File: src/rtl/seq_divider_4bit.sv
// seq_divider_4bit: restoring shift-subtract divider, one quotient bit per clock, unsigned or signed
module seq_divider_4bit #(
    parameter int WIDTH = 4
) (
    input  logic             clk,
    input  logic             rst,
    input  logic             Start,
    input  logic [WIDTH-1:0] A,
    input  logic [WIDTH-1:0] B,
    input  logic             SignedMode,
    output logic [WIDTH-1:0] Quotient,
    output logic [WIDTH-1:0] Remainder,
    output logic             Busy,
    output logic             Done,
    output logic             DivZero,
    output logic             Overflow
);
    localparam int CW = $clog2(WIDTH);
    typedef enum logic [1:0] {IDLE, RUN, DONE} state_t;
    state_t state;
    logic [WIDTH-1:0] dvd, dvs, rem, a_mag, b_mag, q_mag, r_mag;
    logic [WIDTH:0] sh, trial;
    logic [CW-1:0] cnt;
    logic q_neg, r_neg, ovf, b_zero;
    always_comb begin
        a_mag = SignedMode && A[WIDTH-1] ? -A : A;
        b_mag = SignedMode && B[WIDTH-1] ? -B : B;
        b_zero = B == '0;
        sh = {rem, dvd[WIDTH-1]};
        trial = sh - {1'b0, dvs};
        q_mag = {dvd[WIDTH-2:0], ~trial[WIDTH]};
        r_mag = trial[WIDTH] ? sh[WIDTH-1:0] : trial[WIDTH-1:0];
    end
    always_ff @(posedge clk) begin
        if (rst) begin
            state <= IDLE;
            Quotient <= '0;
            Remainder <= '0;
            Busy <= 1'b0;
            Done <= 1'b0;
            DivZero <= 1'b0;
            Overflow <= 1'b0;
            dvd <= '0;
            dvs <= '0;
            rem <= '0;
            cnt <= '0;
            q_neg <= 1'b0;
            r_neg <= 1'b0;
            ovf <= 1'b0;
        end else if (state != RUN) begin
            if (Start) begin
                state <= b_zero ? DONE : RUN;
                Busy <= !b_zero;
                Done <= b_zero;
                DivZero <= b_zero;
                Overflow <= 1'b0;
                if (b_zero) begin
                    Quotient <= '1;
                    Remainder <= A;
                end
                dvd <= a_mag;
                dvs <= b_mag;
                rem <= '0;
                cnt <= '0;
                q_neg <= SignedMode && (A[WIDTH-1] ^ B[WIDTH-1]);
                r_neg <= SignedMode && A[WIDTH-1];
                ovf <= SignedMode && A == {1'b1, {(WIDTH-1){1'b0}}} && B == '1;
            end
        end else begin
            dvd <= q_mag;
            rem <= r_mag;
            cnt <= cnt + 1'b1;
            if (cnt == CW'(WIDTH - 1)) begin
                state <= DONE;
                Busy <= 1'b0;
                Done <= 1'b1;
                Overflow <= ovf;
                Quotient <= q_neg ? -q_mag : q_mag;
                Remainder <= r_neg ? -r_mag : r_mag;
            end
        end
    end
endmodule

File: config.mk
export PLATFORM = sky130hd
export DESIGN_NAME = seq_divider_4bit
export DESIGN_NICKNAME = d
export VERILOG_FILES = /design/src/rtl/seq_divider_4bit.sv
export SDC_FILE = /design/constraint.sdc
export NUM_CORES = 1
export LEC_CHECK = 0
export ABC_AREA = 1
export CAP_MARGIN = 40
export CORE_UTILIZATION = 55
export CTS_BUF_LIST = sky130_fd_sc_hd__clkbuf_8
export DETAILED_ROUTE_END_ITERATION = 8
export PLACE_DENSITY = 0.81
export REMOVE_ABC_BUFFERS = 1
export SYNTH_ARGS = -nofsm -noshare
export SYNTH_HDL_FRONTEND = slang
export SYNTH_SLANG_ARGS = --single-unit
File: constraint.sdc
create_clock -name clk -period 4.7 [get_ports clk]
set_clock_uncertainty 0.1 [all_clocks]
set_input_delay 1.175 -clock clk [delete_from_list [all_inputs] [get_ports clk]]
set_output_delay 1.175 -clock clk [all_outputs]
set_load 0.02 [all_outputs]
==> out/qor.yml, run 1 <==
outcome:
  status: "complete, no violations"
timing:
  finalHoldViolations: 0
  setup_viol: 0
  max_slew_margin_pct: 71.0
  rsz0062_at_grt: "no"
  tightestPinTransition_ps: 434
  fin_crit_sh_pct: 54.8
  clock.fmax_ghz: 0.388
  fin_setup_tns_ps: 0
  post-route-min-period_ps: 2580
  slew_viol_final: 0
clock_tree:
  cts-htree-levels: 2
  clk_latency_ps: 280
  cts_tree: "built"
  post_cts_buffers: 0
  clk_pin_slew_ps: 60
  cts_buffers: 5
  cts_num_sinks: 29
  clockRootBuffer: "clkbuf_8"
  ctsHoldBuffers: 0
  clockBufferDepth: 2
  ctsResizeCount: 0
setup_path:
  reg2reg_from: "dvd[3]"
  critPathArrivalTime_ps: 1300
  crit_type: "reg -> out"
  path_buf_inv: 1
  cpPeakStageDelay_ps: 630
  endpoint_kind: "primary output"
  worst_setup_path_start_kind: "flip-flop"
  rrSetupSlack_ps: 2350
  cp.required_ps: 3420
  worstPathCellList: "clkdlybuf4s50_1"
  ff2ff_path_depth: 12
  crit_start: "Done"
  rr_endpoint: "Quotient[2]"
  critPathTopFamily: "buffers and inverters"
  crit_fanout: 3
  crit_path_top_delay_cell: "clkdlybuf4s50_1"
global_route:
  grt_first_pass_wirelength_mm: 6.63
  grt_max_degree: 17
  grt_pass1_vias: 1474
  overflow: 0
  antenna_found_initial: 0
  track_usage_pct: 27.6
drt:
  vias: 1572
  drc: 0
  firstDrtPassIters: 4
  wl_per_cell_um: 13.3
  antenna_left: 0
  viasPerCell: 5.44
  drtIter0Drc: 96
  routed_wl_mm: 3.84
hold_path:
  min_path_type: "reg -> reg"
  min_from: "Quotient[3]"
  hold_depth: 2
  whs_endpoint: "Quotient[3]"
floorplanning:
  initial_utilization_pct: 58.3
  die_y_um: 56.3
  core_area_um2: 2780
  dieArea_um2: 3170
  io_pins: 24
  die_x_um: 56.3
  placementRows: 19
power_and_ir_drop:
  seq_power_share_pct: 38.8
  peakVddDrop_mv: 0.302
  power_switching_uw: 244
  switching_share_pct: 34.9
  p_leak_nw: 0.869
  pwr-share-comb_pct: 32.7
  pwr-share-clk_pct: 28.5
  p_per_area_nw_per_um2: 356
  power.internal_uw: 455
logic_synthesis:
  ys.warnings.count: 0
  yosys-top-cells-area: "dfxtp_1 36%, nand2_1 13%, inv_1 7.4%"
  yosys.area.top_type: "dfxtp_1"
  yosysTopAreaCellShare_pct: 35.8
  synth-edff-count: 0
  synthFlopType: "dfxtp_1"
  ys_async_sr_fraction_pct: 0
  netlist_area_um2: 1620
  synth-seq-area-share_pct: 35.8
  netlist_instances: 231
  ys_ff_latch: 29
  yosysUniqueCellTypes: 28
  syn_area_per_cell_um2: 7.01
cells_and_area:
  final_cell_mix: "56 x nand2_1, 33 x inv_1, 29 x dfxtp_1"
  nets: 280
  fin_cells: 289
  antennaDiodeCount: 0
  final_common_cell: "nand2_1"
  area_growth_pct: 21.2
  drive_above_1_share_pct: 7.75
placed_design:
  port_buffers: 23
  dp.cells: 282
  gp_congestion: 0.906
  detailed_place_hpwl_mm: 2.96
job:
  max-cap-violations: 0
==> flip-flops by register name, indices dropped and copies added, names as in the netlist, 2 cells and up <==
name	flops
Quotient	4
Remainder	4
dvd	4
dvs	4
rem	4
cnt	2
==> final cells by class <==
cell class / instances / area, um^2
Sequential cell: 29 / 581
Fill cell: 264 / 818
Clock buffer: 6 / 82.6
Tap cell: 31 / 38.8
Timing Repair Buffer: 23 / 230
Inverter: 34 / 128
Clock inverter: 1 / 3.75
Multi-Input combinational cell: 165 / 900
==> power by group through the flow <==
stage,Sequential [mW],Clock [mW],Combinational [mW]
3_5_place_dp,0.276,0,0.225
4_1_cts,0.271,0.204,0.226
6_report,0.271,0.199,0.228
5_1_grt,0.273,0.215,0.257
3_3_place_gp,0.276,0,0.221
2_1_floorplan,0.276,0,0.164
==> worst min-delay path, stage by stage, from the launching register on <==
cell	delay [ps]
dfxtp_1	310
nand2_1	60
nand2_1	40
==> cell usage after synthesis, drive strengths merged, types with 3 or more instances <==
master,count
nand2,61
inv,34
dfxtp,29
nand3,26
a21oi,20
o21ai,17
nor2,14
ha,9
a31oi,3
==> layer usage <==
layer	vias up	global-route usage, %	routed length (um)
met5	-	0	0
met3	7	7.60	206
li1	815	-	-
met1	703	36.5	1770
met2	47	43.7	1800
met4	0	9.06	61
==> metrics by stage <==
stage	setup slack (ps)	hold slack, ps	total power [mW]	area, um^2	utilization (%)
CTS	2110	358	0.701	1960	70.6
detailed placement	1850	345	0.501	1880	67.5
global route	1980	378	0.745	1960	70.6
global placement	1870	339	0.497	1880	67.5
floorplan	2600	333	0.441	1610	-
finish	2120	352	0.698	1960	70.6
==> how the worst max path moves through the flow <==
stage,endpoint,slack (ps),cells past startpoint
6_report,Done,2120,1
3_3_place_gp,Quotient[3],1870,6
5_1_grt,Quotient[3],1980,6
4_1_cts,Done,2110,1
2_1_floorplan,Quotient[1],2600,9
3_5_place_dp,Quotient[3],1850,6
==> cell families after synthesis <==
family,synth area share [%]
flip-flops,35.8
multiplexers,0.695
AO/OA/AOI/OAI,15.8
buffers and inverters,8.65
XOR/XNOR,1.08
adder cells (fa/ha/maj),8.19
AND/OR/NAND/NOR,29.8
(Power assumes the default switching activity.)
==> run 2: changes to the inputs <==
--- a/config.mk
+++ b/config.mk
@@ -7,10 +7,10 @@
 export LEC_CHECK = 0
 export ABC_AREA = 1
 export CAP_MARGIN = 40
-export CORE_UTILIZATION = 55
+export CORE_UTILIZATION = 50
 export CTS_BUF_LIST = sky130_fd_sc_hd__clkbuf_8
 export DETAILED_ROUTE_END_ITERATION = 8
-export PLACE_DENSITY = 0.81
+export PLACE_DENSITY = 0.77
 export REMOVE_ABC_BUFFERS = 1
 export SYNTH_ARGS = -nofsm -noshare
 export SYNTH_HDL_FRONTEND = slang
==> constraint.sdc (replaced) <==
create_clock -name clk -period 2.2 [get_ports clk]
set_clock_uncertainty 0.1 [all_clocks]
set_input_delay 0.55 -clock clk [delete_from_list [all_inputs] [get_ports clk]]
set_output_delay 0.55 -clock clk [all_outputs]
set_load 0.02 [all_outputs]
==> run 2 against run 1 <==
Effect of this change: setup slack got worse by 2100 ps; design area rose by 9.4%; utilization fell by 0.25 points; critical path type is now reg -> reg; critical endpoint is now Quotient[2]; highest routed layer unchanged.
==> out/qor.yml, run 2 (synthesized netlist as in run 1, its figures left out) <==
outcome:
  status: "complete, no violations"
cells_and_area:
  layout.core_utilization_pct: 70.3
  antennaDiodeCount: 0
  seq_area_um2: 582
  multi_input_area_um2: 957
  final_cell_mix: "54 x nand2_1, 32 x inv_1, 28 x dfxtp_1"
  fin_area_um2: 2150
  area_growth_pct: 32.5
  final_common_cell: "nand2_1"
  nets: 290
  drive_above_1_share_pct: 15.6
  fin_cells: 313
  fillers: 283
placed_design:
  place_ws_ps: -73.8
  gp_congestion: 0.876
  dp.cells: 301
  port_buffers: 23
  post_dp_cell_area_um2: 1940
  detailed_place_hpwl_mm: 2.97
timing:
  post-route-min-period_ps: 2140
  rsz0062_at_grt: "yes"
  tightestPinTransition_ps: 423
  clock.fmax_ghz: 0.468
  timing.hold.ws_ps: 352
  fin_crit_sh_pct: 97.1
  setup_viol: 0
  finalWorstSetupSlack_ps: 64.6
  max_slew_margin_pct: 71.7
  finalHoldViolations: 0
  fin_setup_tns_ps: 0
  slew_viol_final: 0
floorplanning:
  initial_utilization_pct: 53.1
  dieArea_um2: 3470
  placementRows: 20
  io_pins: 24
  die_y_um: 58.9
  die_x_um: 58.9
  core_area_um2: 3050
clock_tree:
  clockRootBuffer: "clkbuf_8"
  cts-htree-levels: 2
  cts_tree: "built"
  cts_buffers: 5
  clk_latency_ps: 280
  ctsHoldBuffers: 0
  clk_pin_slew_ps: 60
  clockBufferDepth: 2
  cts_num_sinks: 29
setup_path:
  worst_setup_path_start_kind: "flip-flop"
  crit_fanout: 3
  endpoint_kind: "flip-flop"
  crit_type: "reg -> reg"
  worstPathCellList: "inv_1 -> ha_2 -> fa_2 -> inv_2 -> nand2_1 -> nand2_2 -> nand3_4 -> nand2_4 -> ha_1 -> nor2_2 -> buf_4 -> a21oi_1 -> o21ai_1"
  crit_path_top_delay_cell: "fa_2"
  cp.required_ps: 2270
  cpPeakStageDelay_ps: 380
  critPathArrivalTime_ps: 2210
drt:
  met1Wirelength_mm: 1.88
  drtIter0Drc: 68
  highest_layer: "met4"
  antenna_left: 0
  drc: 0
  vias: 1631
  viasPerCell: 5.21
  routed_wl_mm: 4.13
  wl_per_cell_um: 13.2
  routed-wl-met2_mm: 1.97
  firstDrtPassIters: 4
  wl_met3_um: 186
hold_path:
  min_path_type: "reg -> reg"
global_route:
  grt_max_degree: 17
  grt_first_pass_wirelength_mm: 6.51
  antenna_found_initial: 0
  overflow: 0
  track_usage_pct: 25.6
  grt_pass1_vias: 1500
power_and_ir_drop:
  p_leak_nw: 0.949
  power.total_mw: 1.76
  peakVddDrop_mv: 0.564
  p_per_area_nw_per_um2: 819
job:
  max-cap-violations: 0
-- run 2: path summary, 6_finish.rpt --
check | startpoint | endpoint | slack, ps | depth (start not counted)
min | Remainder[2] | Remainder[2] | 350 | 2
max reg2reg | dvd[3] | Quotient[2] | 60 | 13
max | dvd[3] | Quotient[2] | 60 | 13
min reg2reg | Remainder[2] | Remainder[2] | 350 | 2
-- run 2: power by group --
part           total (mW)  switching (mW)  internal, mW
registers           0.579          0.0219         0.557
clock network       0.560           0.196         0.364
logic               0.619           0.381         0.238
total                1.76           0.599          1.16
-- run 2: repair_timing --
item / 4_1_cts / 5_1_grt
pin swaps: 0 / 5
cloned: 0 / 0
setup endpoints to repair: 2 / 6
setup buffers: 0 / 4
resized for setup: 3 / 15
-- run 2: per-layer routing --
| layer | vias to the layer above | global-route usage (%) |
|---|---|---|
| met3 | 12 | 6.59 |
| met4 | 0 | 10.5 |
| li1 | 829 | - |
| met2 | 42 | 43.0 |
| met1 | 748 | 31.0 |
| met5 | - | 0 |
-- run 2: final cells by class --
class / count / share of cell area (%)
inverter: 34 / 5.94
clock buffer: 6 / 3.85
timing repair buffer: 33 / 14.4
multi-input combinational: 165 / 44.6
sequential: 29 / 27.1
clock inverter: 2 / 1.57
tap: 44 / 2.56
-- run 2: worst max-delay path: cells and delay by family (launching register included) --
family          cells  cell delay [ps]
fa+ha+maj           3              750
simple gates        5              390
flops               1              320
buf+inv             3              250
compound gates      2              220
